### src/rtl/execute_stage.sv
// execute_stage: EX stage of the 5-stage integer pipeline.
//
// Holds the ID/EX pipeline register, the operand forwarding muxes, the ALU
// and the EX/MEM pipeline register. The hazard unit can stall both
// registers with hold_e or turn the instruction entering EX into a bubble
// with flush_e.
//
// Optional feature: define EX_FORWARD_EN to enable operand forwarding from
// the EX/MEM ALU result and the writeback value. When it is not defined the
// ForwardA_e/ForwardB_e/result_w ports are still present but ignored, and
// operands always come from the ID/EX register.
//
// Ports:
//   clk, reset            clock (rising edge), synchronous active-high reset
//   hold_e, flush_e       stall both registers / bubble into ID/EX
//   valid_d .. rd_d       decoded instruction fields from ID
//   ForwardA_e/B_e        00/11: ID/EX value, 10: EX/MEM result, 01: result_w
//   result_w              writeback value for forwarding
//   zero_e                combinational ALU result == 0, gated by EX valid
//   valid_m .. RegWrite_m EX/MEM register outputs

module execute_stage #(
    parameter int XLEN = 32
) (
    input  logic            clk,
    input  logic            reset,
    input  logic            hold_e,
    input  logic            flush_e,
    input  logic            valid_d,
    input  logic [3:0]      ALUControl_d,
    input  logic            ALUSrc_d,
    input  logic            RegWrite_d,
    input  logic [XLEN-1:0] rd1_d,
    input  logic [XLEN-1:0] rd2_d,
    input  logic [XLEN-1:0] imm_d,
    input  logic [4:0]      rd_d,
    input  logic [1:0]      ForwardA_e,
    input  logic [1:0]      ForwardB_e,
    input  logic [XLEN-1:0] result_w,
    output logic            zero_e,
    output logic            valid_m,
    output logic [XLEN-1:0] ALUResult_m,
    output logic [XLEN-1:0] WriteData_m,
    output logic [4:0]      rd_m,
    output logic            RegWrite_m
);

    localparam int SHW = $clog2(XLEN);

    localparam logic [3:0] ALU_ADD  = 4'b0000;
    localparam logic [3:0] ALU_SUB  = 4'b0001;
    localparam logic [3:0] ALU_AND  = 4'b0010;
    localparam logic [3:0] ALU_OR   = 4'b0011;
    localparam logic [3:0] ALU_SLL  = 4'b0100;
    localparam logic [3:0] ALU_SLT  = 4'b0101;
    localparam logic [3:0] ALU_SLTU = 4'b0110;
    localparam logic [3:0] ALU_XOR  = 4'b0111;
    localparam logic [3:0] ALU_SRA  = 4'b1000;
    localparam logic [3:0] ALU_SRL  = 4'b1001;

    // ID/EX register
    logic            valid_e;
    logic [3:0]      alu_control_e;
    logic            alu_src_e;
    logic            reg_write_e;
    logic [XLEN-1:0] rd1_e;
    logic [XLEN-1:0] rd2_e;
    logic [XLEN-1:0] imm_e;
    logic [4:0]      rd_e;

    always_ff @(posedge clk) begin
        if (reset) begin
            valid_e       <= 1'b0;
            alu_control_e <= '0;
            alu_src_e     <= 1'b0;
            reg_write_e   <= 1'b0;
            rd1_e         <= '0;
            rd2_e         <= '0;
            imm_e         <= '0;
            rd_e          <= '0;
        end else if (!hold_e) begin
            // A flush only kills the control bits; the data fields of a
            // bubble are never observed, so they load unconditionally.
            valid_e       <= valid_d & ~flush_e;
            reg_write_e   <= RegWrite_d & ~flush_e;
            alu_control_e <= ALUControl_d;
            alu_src_e     <= ALUSrc_d;
            rd1_e         <= rd1_d;
            rd2_e         <= rd2_d;
            imm_e         <= imm_d;
            rd_e          <= rd_d;
        end
    end

    // Operand selection
    logic [XLEN-1:0] src_a;
    logic [XLEN-1:0] rs2_fwd;
    logic [XLEN-1:0] src_b;

`ifdef EX_FORWARD_EN
    always_comb begin
        case (ForwardA_e)
            2'b10:   src_a = ALUResult_m;
            2'b01:   src_a = result_w;
            default: src_a = rd1_e;
        endcase
        case (ForwardB_e)
            2'b10:   rs2_fwd = ALUResult_m;
            2'b01:   rs2_fwd = result_w;
            default: rs2_fwd = rd2_e;
        endcase
    end
`else
    assign src_a   = rd1_e;
    assign rs2_fwd = rd2_e;

    // Forwarding ports are kept for a stable port list but have no effect.
    logic unused_fwd;
    assign unused_fwd = ^{ForwardA_e, ForwardB_e, result_w};
`endif

    assign src_b = alu_src_e ? imm_e : rs2_fwd;

    // ALU
    logic [SHW-1:0]  shamt;
    logic [XLEN-1:0] alu_result;

    assign shamt = src_b[SHW-1:0];

    always_comb begin
        alu_result = '0;
        case (alu_control_e)
            ALU_ADD:  alu_result = src_a + src_b;
            ALU_SUB:  alu_result = src_a - src_b;
            ALU_AND:  alu_result = src_a & src_b;
            ALU_OR:   alu_result = src_a | src_b;
            ALU_SLL:  alu_result = src_a << shamt;
            ALU_SLT:  alu_result = {{(XLEN-1){1'b0}}, ($signed(src_a) < $signed(src_b))};
            ALU_SLTU: alu_result = {{(XLEN-1){1'b0}}, (src_a < src_b)};
            ALU_XOR:  alu_result = src_a ^ src_b;
            ALU_SRA:  alu_result = $signed(src_a) >>> shamt;
            ALU_SRL:  alu_result = src_a >> shamt;
            default:  alu_result = '0;
        endcase
    end

    assign zero_e = valid_e & (alu_result == '0);

    // EX/MEM register
    always_ff @(posedge clk) begin
        if (reset) begin
            valid_m     <= 1'b0;
            ALUResult_m <= '0;
            WriteData_m <= '0;
            rd_m        <= '0;
            RegWrite_m  <= 1'b0;
        end else if (!hold_e) begin
            valid_m     <= valid_e;
            ALUResult_m <= alu_result;
            WriteData_m <= rs2_fwd;
            rd_m        <= rd_e;
            RegWrite_m  <= valid_e & reg_write_e;
        end
    end

endmodule

### config.mk
export PLATFORM = sky130hd
export DESIGN_NAME = execute_stage
export DESIGN_NICKNAME = d
export VERILOG_FILES = /design/src/rtl/execute_stage.sv
export SDC_FILE = /design/constraint.sdc
export NUM_CORES = 1
export LEC_CHECK = 0
export ABC_CLOCK_PERIOD_IN_PS = 17900
export CORE_MARGIN = 2
export CORE_UTILIZATION = 58
export DETAILED_ROUTE_END_ITERATION = 10
export PLACE_DENSITY = 0.84
export SLEW_MARGIN = 20
export SYNTH_ARGS = -nofsm -noshare
export SYNTH_HDL_FRONTEND = slang
export SYNTH_SLANG_ARGS = --single-unit
### constraint.sdc
create_clock -name clk -period 17.9 [get_ports clk]
set_input_delay 3.58 -clock clk [delete_from_list [all_inputs] [get_ports clk]]
set_output_delay 3.58 -clock clk [all_outputs]
set_load 0.01 [all_outputs]
==> results of run 1 <==
-- cell families after synthesis --
logic type	Yosys count	share of synthesized area
buffers and inverters	258	0.0622
adder cells (fa/ha/maj)	101	0.0792
AO/OA/AOI/OAI	556	0.237
multiplexers	298	0.218
AND/OR/NAND/NOR	632	0.175
XOR/XNOR	11	0.00597
flip-flops	179	0.222
-- worst max-delay path by stage --
stage | startpoint | to | slack, ns | depth (start not counted)
detailed placement | alu_src_e$_SDFFE_PP0N_ | zero_e | 7.05 | 19
global route | alu_src_e$_SDFFE_PP0N_ | zero_e | 6.12 | 19
floorplan | alu_src_e$_SDFFE_PP0N_ | zero_e | 8.89 | 22
global placement | alu_src_e$_SDFFE_PP0N_ | zero_e | 7.17 | 19
CTS | alu_src_e$_SDFFE_PP0N_ | zero_e | 6.55 | 19
finish | alu_src_e$_SDFFE_PP0N_ | zero_e | 6.32 | 19
-- Yosys cell counts, drive strengths merged (7+ instances only) --
cell type	n	area (um2)
nor4	14	93.8
or4	10	75.1
nand4	15	93.8
nand3	31	155
a221oi	14	123
and3	10	62.6
a2111oi	11	96.3
o21bai	18	135
nand2b	18	113
mux4	40	908
ha	99	1240
or2	7	43.8
nor2b	12	75.1
o211ai	22	165
a21o	20	150
o221ai	17	149
nand2	128	480
a21oi	128	644
o211a	14	140
dfxtp	179	3580
nor3	45	225
nor2	310	1160
o31ai	11	82.6
inv	95	359
or3	9	56.3
a211o	8	70.1
o2111ai	9	78.8
o22ai	34	213
mux2i	255	2580
a31oi	24	150
o21a	8	60.1
xnor2	9	78.8
a22oi	23	173
a211oi	39	293
o311ai	8	70.1
buf	43	195
a311oi	9	78.8
clkbuf	117	439
o21ai	80	400
-- power breakdown --
part	internal, mW	switching, mW	leakage, nW
Clock	0.194	0.209	0.299
Combinational	0.195	0.340	6.02
Sequential	0.422	0.0345	1.47
-- worst max-delay path: stages (launching register included) --
cell and delay [ns]:
dfxtp_2 0.73, buf_4 0.45, mux2i_4 0.16, inv_4 0.28
buf_4 0.56, ha_1 0.29, inv_1 0.07, fa_1 0.39
nor2b_1 0.20, o211ai_1 0.44, a21o_1 0.24, nand3_1 0.16
a21o_1 0.25, a211o_1 0.31, a211oi_1 0.79, nand4_1 0.19
or4_1 0.54, or4_1 0.56, nor4_2 0.31, clkdlybuf4s50_1 0.59
-- placed cells by master, fill, tap and decap left out, drive strengths merged, types with 18 or more instances in the layout --
cell           count
nor2             310
mux2i            255
clkdlybuf4s50    181
dfxtp            179
nand2            128
a21oi            128
inv              103
ha                99
o21ai             80
nor3              45
mux4              40
a211oi            39
o22ai             34
buf               33
nand3             31
a31oi             24
a22oi             23
o211ai            22
a21o              20
nand2b            18
o21bai            18
-- registers in the layout, summed over array words and instances (netlist names), 4 cells and up --
name           count
alu_control_e      4
rd2_e             32
rd1_e             32
rd_m               5
WriteData_m       32
ALUResult_m       32
imm_e             32
rd_e               5
-- layer usage --
metal	wire length [um]	part of all wire
met5	0	0
met4	4610	0.067
met3	10500	0.15
met2	28500	0.41
met1	25700	0.37
-- through the flow --
| stage | power [mW] | std cells |
|---|---|---|
| floorplan | 0.772 | 2035 |
| global placement | 0.952 | 2466 |
| detailed placement | 0.962 | 2466 |
| CTS | 1.36 | 2498 |
| global route | 1.43 | 2499 |
| finish | 1.39 | 2499 |
-- cell type report --
cell class	instances	area, um2
clock buffers	17	425
fillers	2244	8860
inverters	98	370
flip-flops and latches	179	3580
well taps	378	473
clock inverters	15	200
multi-input cells	1598	11600
repair buffers	214	2070
==> out/metrics.yaml, run 1 <==
global_routing:
  grt_max_degree: 114
  antenna_found_initial: 1
  grt_util_all_layers: 0.470
  met1_usage: 0.610
  grt_most_used_layer: "met2"
  grt-ovfl-total: 0
  grt_pass1_vias: 16828
  grtUsageMet2: 0.689
  grt_pass1_wl_mm: 104
  grt_use_met3: 0.163
logic_synthesis:
  synthesis.area_um2: 16200
  syn_avg_cell_area_um2: 7.94
  synth_nets: 2284
  synth_edf_count: 0
  yosys.cell_types.count: 83
  ys_async_sr_fraction: 0
  synth_cells: 2035
  yosysSeqAreaShare: 0.222
  synth_flop_cell: "dfxtp_1"
  synth-seq-cells: 179
  ys_warn_count: 0
sta:
  tns_ns: 0
  maxSlewHeadroom: 0.147
  drv_slew: 0
  timing.final.crit_period_ns: 11.58
  finClkSkew_ns: 0.0213
  fmax_mhz: 86.4
  timing.final.crit_share: 0.647
  rsz0062_at_grt: "no"
  setup_violations: 0
  holdWs_ns: 0.476
  fin_ws_ns: 6.32
  hold_viol_final: 0
  tightest_slew_ns: 1.26
power_and_ir_drop:
  p_leak_nw: 7.79
  peakVddDrop_v: 0.0000842
  p_per_area_nw_per_um2: 74.3
clocking:
  clkTransAtPathRegs_ns: 0.09
  clk_latency_ns: 0.46
  post_cts_buffers: 0
  cts_tree: "done"
  cts_max_level: 4
  root_buffer: "clkbuf_16"
  ctsResizeCount: 0
  clock_sinks: 179
  cts_hold_buf: 0
  cts_made_buffers: 17
  cts_max_path_buffers: 2
cells_and_area:
  final_net_count: 2357
  layout-drive-gt1-share: 0.0693
  fin_util: 0.679
  n_antenna_cell: 0
  post-route-cell-area_um2: 18800
  synthToLayoutAreaGrowth_pct: 16.2
critical_path:
  path_class: "reg2out"
  r2r_end: "ALUResult_m[31]$_SDFFE_PP0N_"
  worstReg2RegStart: "alu_src_e$_SDFFE_PP0N_"
  worstPathArrival_ns: 8.00
  path_max_fanout: 41
  r2r_setup_slack_ns: 11.50
  worstSetupStartpointType: "flop"
  ff2ff_path_depth: 15
  cp-end-kind: "primary output"
  crit_required_ns: 14.32
floorplanning:
  fp.dieH_um: 171
  initial_core_util: 0.585
  row_count: 61
  die_w_um: 171
  core-area_um2: 27600
  fp.dieArea_um2: 29200
  pin_count: 220
route:
  first_pass_iters: 11
  wl_per_cell_um: 27.7
  drt_wl_total_mm: 69.3
  route.detailed.drc: 8
  vias_per_cell: 7.19
  num_vias: 17969
  drt-initial-drc-count: 3350
  antenna_left: 0
placed_design:
  hpwlAfterDp_mm: 50.2
  placed_area_um2: 18100
  preCtsSetupSlack_ns: 7.05
  port_buffers: 183
  place_congestion: 1.11
min_path:
  hold_end: "ALUResult_m[17]$_SDFFE_PP0N_"
  hold_path.class: "reg2reg"
  min-delay-start: "ALUResult_m[17]$_SDFFE_PP0N_"
  min_path_cells: 2
flow_run:
  maxCapViolations: 0
run_status:
  status: "finished with violations"
  violations: "DRC"
(Power assumes the default switching activity.)
==> run 2, diff against run 1 <==
- ABC_CLOCK_PERIOD_IN_PS: 17900 -> 9400
- CORE_UTILIZATION: 58 -> 52
- PLACE_DENSITY: 0.84 -> 0.79
- clock period: 17.9 -> 9.4 ns (I/O delays scaled with it)
==> out/metrics.yaml, run 2 (synthesized netlist as in run 1, its figures left out) <==
clocking:
  cts_tree: "done"
  root_buffer: "clkbuf_16"
  cts_made_buffers: 17
  clk_latency_ns: 0.47
  clkTransAtPathRegs_ns: 0.08
  cts_max_path_buffers: 2
  cts_max_level: 4
  cts_hold_buf: 0
  clock_sinks: 179
  ctsResizeCount: 0
  post_cts_buffers: 0
sta:
  finClkSkew_ns: 0.0230
  tightest_slew_ns: 1.22
  tns_ns: 0
  holdWs_ns: 0.484
  timing.final.crit_share: 0.947
  drv_slew: 0
  fmax_mhz: 112
  setup_violations: 0
  hold_viol_final: 0
  timing.final.crit_period_ns: 8.90
  rsz0062_at_grt: "no"
  maxSlewHeadroom: 0.178
placed_design:
  hpwlAfterDp_mm: 54.4
  place_congestion: 1.04
  port_buffers: 183
route:
  drt_wl_total_mm: 73.9
  drt-initial-drc-count: 2856
  vias_per_cell: 7.06
  num_vias: 17845
  wl_per_cell_um: 29.2
  route.detailed.drc: 0
  first_pass_iters: 7
  antenna_left: 0
critical_path:
  critPathTopFamily: "compound AO/OA/AOI/OAI gates"
  path_class: "reg2out"
  crit_required_ns: 7.52
  slowest_stage: "dfxtp_2"
  worst-path-buf-inv: 2
  path_max_fanout: 24
  critical_path.max_stage_delay_ns: 0.78
  cp_common_cell: "a2111oi_0"
  worstSetupStartpointType: "flop"
  worstPathArrival_ns: 7.02
  cp-end-kind: "primary output"
  crit_chain: "mux2i_4 -> inv_4 -> ha_1 -> fa_1 -> a21o_1 -> a311o_1 -> nand3_1 -> a21oi_1 -> a2111oi_0 -> mux2i_1 -> a2111oi_0 -> nand4_1 -> or4_1 -> nor4_2 -> clkdlybuf4s50_1"
power_and_ir_drop:
  p_seq_frac: 0.328
  p_clk_frac: 0.281
  swShare: 0.410
  combinationalPowerShare: 0.390
  internal_power_mw: 1.56
  p_leak_nw: 7.84
  switchingPower_mw: 1.09
  p_per_area_nw_per_um2: 141
  peakVddDrop_v: 0.000177
  power_mw: 2.65
cells_and_area:
  layout-drive-gt1-share: 0.0731
  layout.cells.most_common: "nor2_1"
  seq_area_um2: 3580
  final_cell_mix: "310 x nor2_1, 250 x mux2i_1, 181 x clkdlybuf4s50_1"
  synthToLayoutAreaGrowth_pct: 16.6
  n_antenna_cell: 0
  final_net_count: 2369
  fill_cells: 2601
  multi_input_area_um2: 11600
floorplanning:
  pin_count: 220
  fp.dieH_um: 180
  row_count: 64
  die_w_um: 180
  fp.dieArea_um2: 32500
  initial_core_util: 0.528
  core-area_um2: 30600
global_routing:
  grt_max_degree: 105
  grt_util_all_layers: 0.442
  antenna_found_initial: 0
  grt_pass1_wl_mm: 109
  grt-ovfl-total: 0
  grt_pass1_vias: 16747
min_path:
  hold_path.class: "reg2reg"
flow_run:
  maxCapViolations: 0
run_status:
  status: "completed"
run 2: metal layers:
layer | global-route usage | wire, um | vias to the layer above
li1 | - | - | 7717
met4 | 0.195 | 3610 | 0
met1 | 0.590 | 28800 | 8558
met3 | 0.126 | 9560 | 217
met5 | 0 | 0 | -
met2 | 0.664 | 31900 | 1353
run 2: worst reg2reg max path: cells and delay by family, from the launching register on:
kind                       cells  cell delay [ns]
AOI/OAI and AO/OA              6             2.70
buffers and inverters          1             0.37
adders and majority gates      1             0.34
and+or+nand+nor                3             0.91
DFF                            1             0.78
muxes                          2             0.57
run 2: cell type report:
| type | count | share of cell area |
|---|---|---|
| Tap cell | 396 | 0.0263 |
| Clock inverter | 15 | 0.00963 |
| Inverter | 98 | 0.0197 |
| Clock buffer | 17 | 0.0226 |
| Sequential cell | 179 | 0.190 |
| Multi-Input combinational cell | 1598 | 0.617 |
| Timing Repair Buffer | 226 | 0.114 |
run 2: through the flow:
step	utilization	area, um2	instances	setup slack [ns]
after floorplan	-	16200	2035	2.09
final	0.616	18800	2529	0.502
after global placement	0.596	18200	2497	1.19
after CTS	0.616	18800	2529	0.607
after detailed placement	0.596	18200	2497	1.16
after global routing	0.616	18800	2529	0.326
run 2: final timing paths:
path | from | to | slack [ns] | depth (start not counted)
setup reg to reg | alu_src_e$_SDFFE_PP0N_ | ALUResult_m[31]$_SDFFE_PP0N_ | 3.64 | 13
setup / recovery | alu_src_e$_SDFFE_PP0N_ | zero_e | 0.50 | 15
hold / removal | ALUResult_m[21]$_SDFFE_PP0N_ | ALUResult_m[21]$_SDFFE_PP0N_ | 0.48 | 2
hold reg to reg | ALUResult_m[21]$_SDFFE_PP0N_ | ALUResult_m[21]$_SDFFE_PP0N_ | 0.48 | 2
run 2: power by group through the flow:
stage               registers, mW  clock network (mW)  logic (mW)
floorplan                   0.859                   0       0.610
global placement            0.878                   0       0.971
detailed placement          0.882                   0       0.979
CTS                         0.867               0.747       0.990
global route                0.874               0.781        1.08
finish                      0.870               0.746        1.03
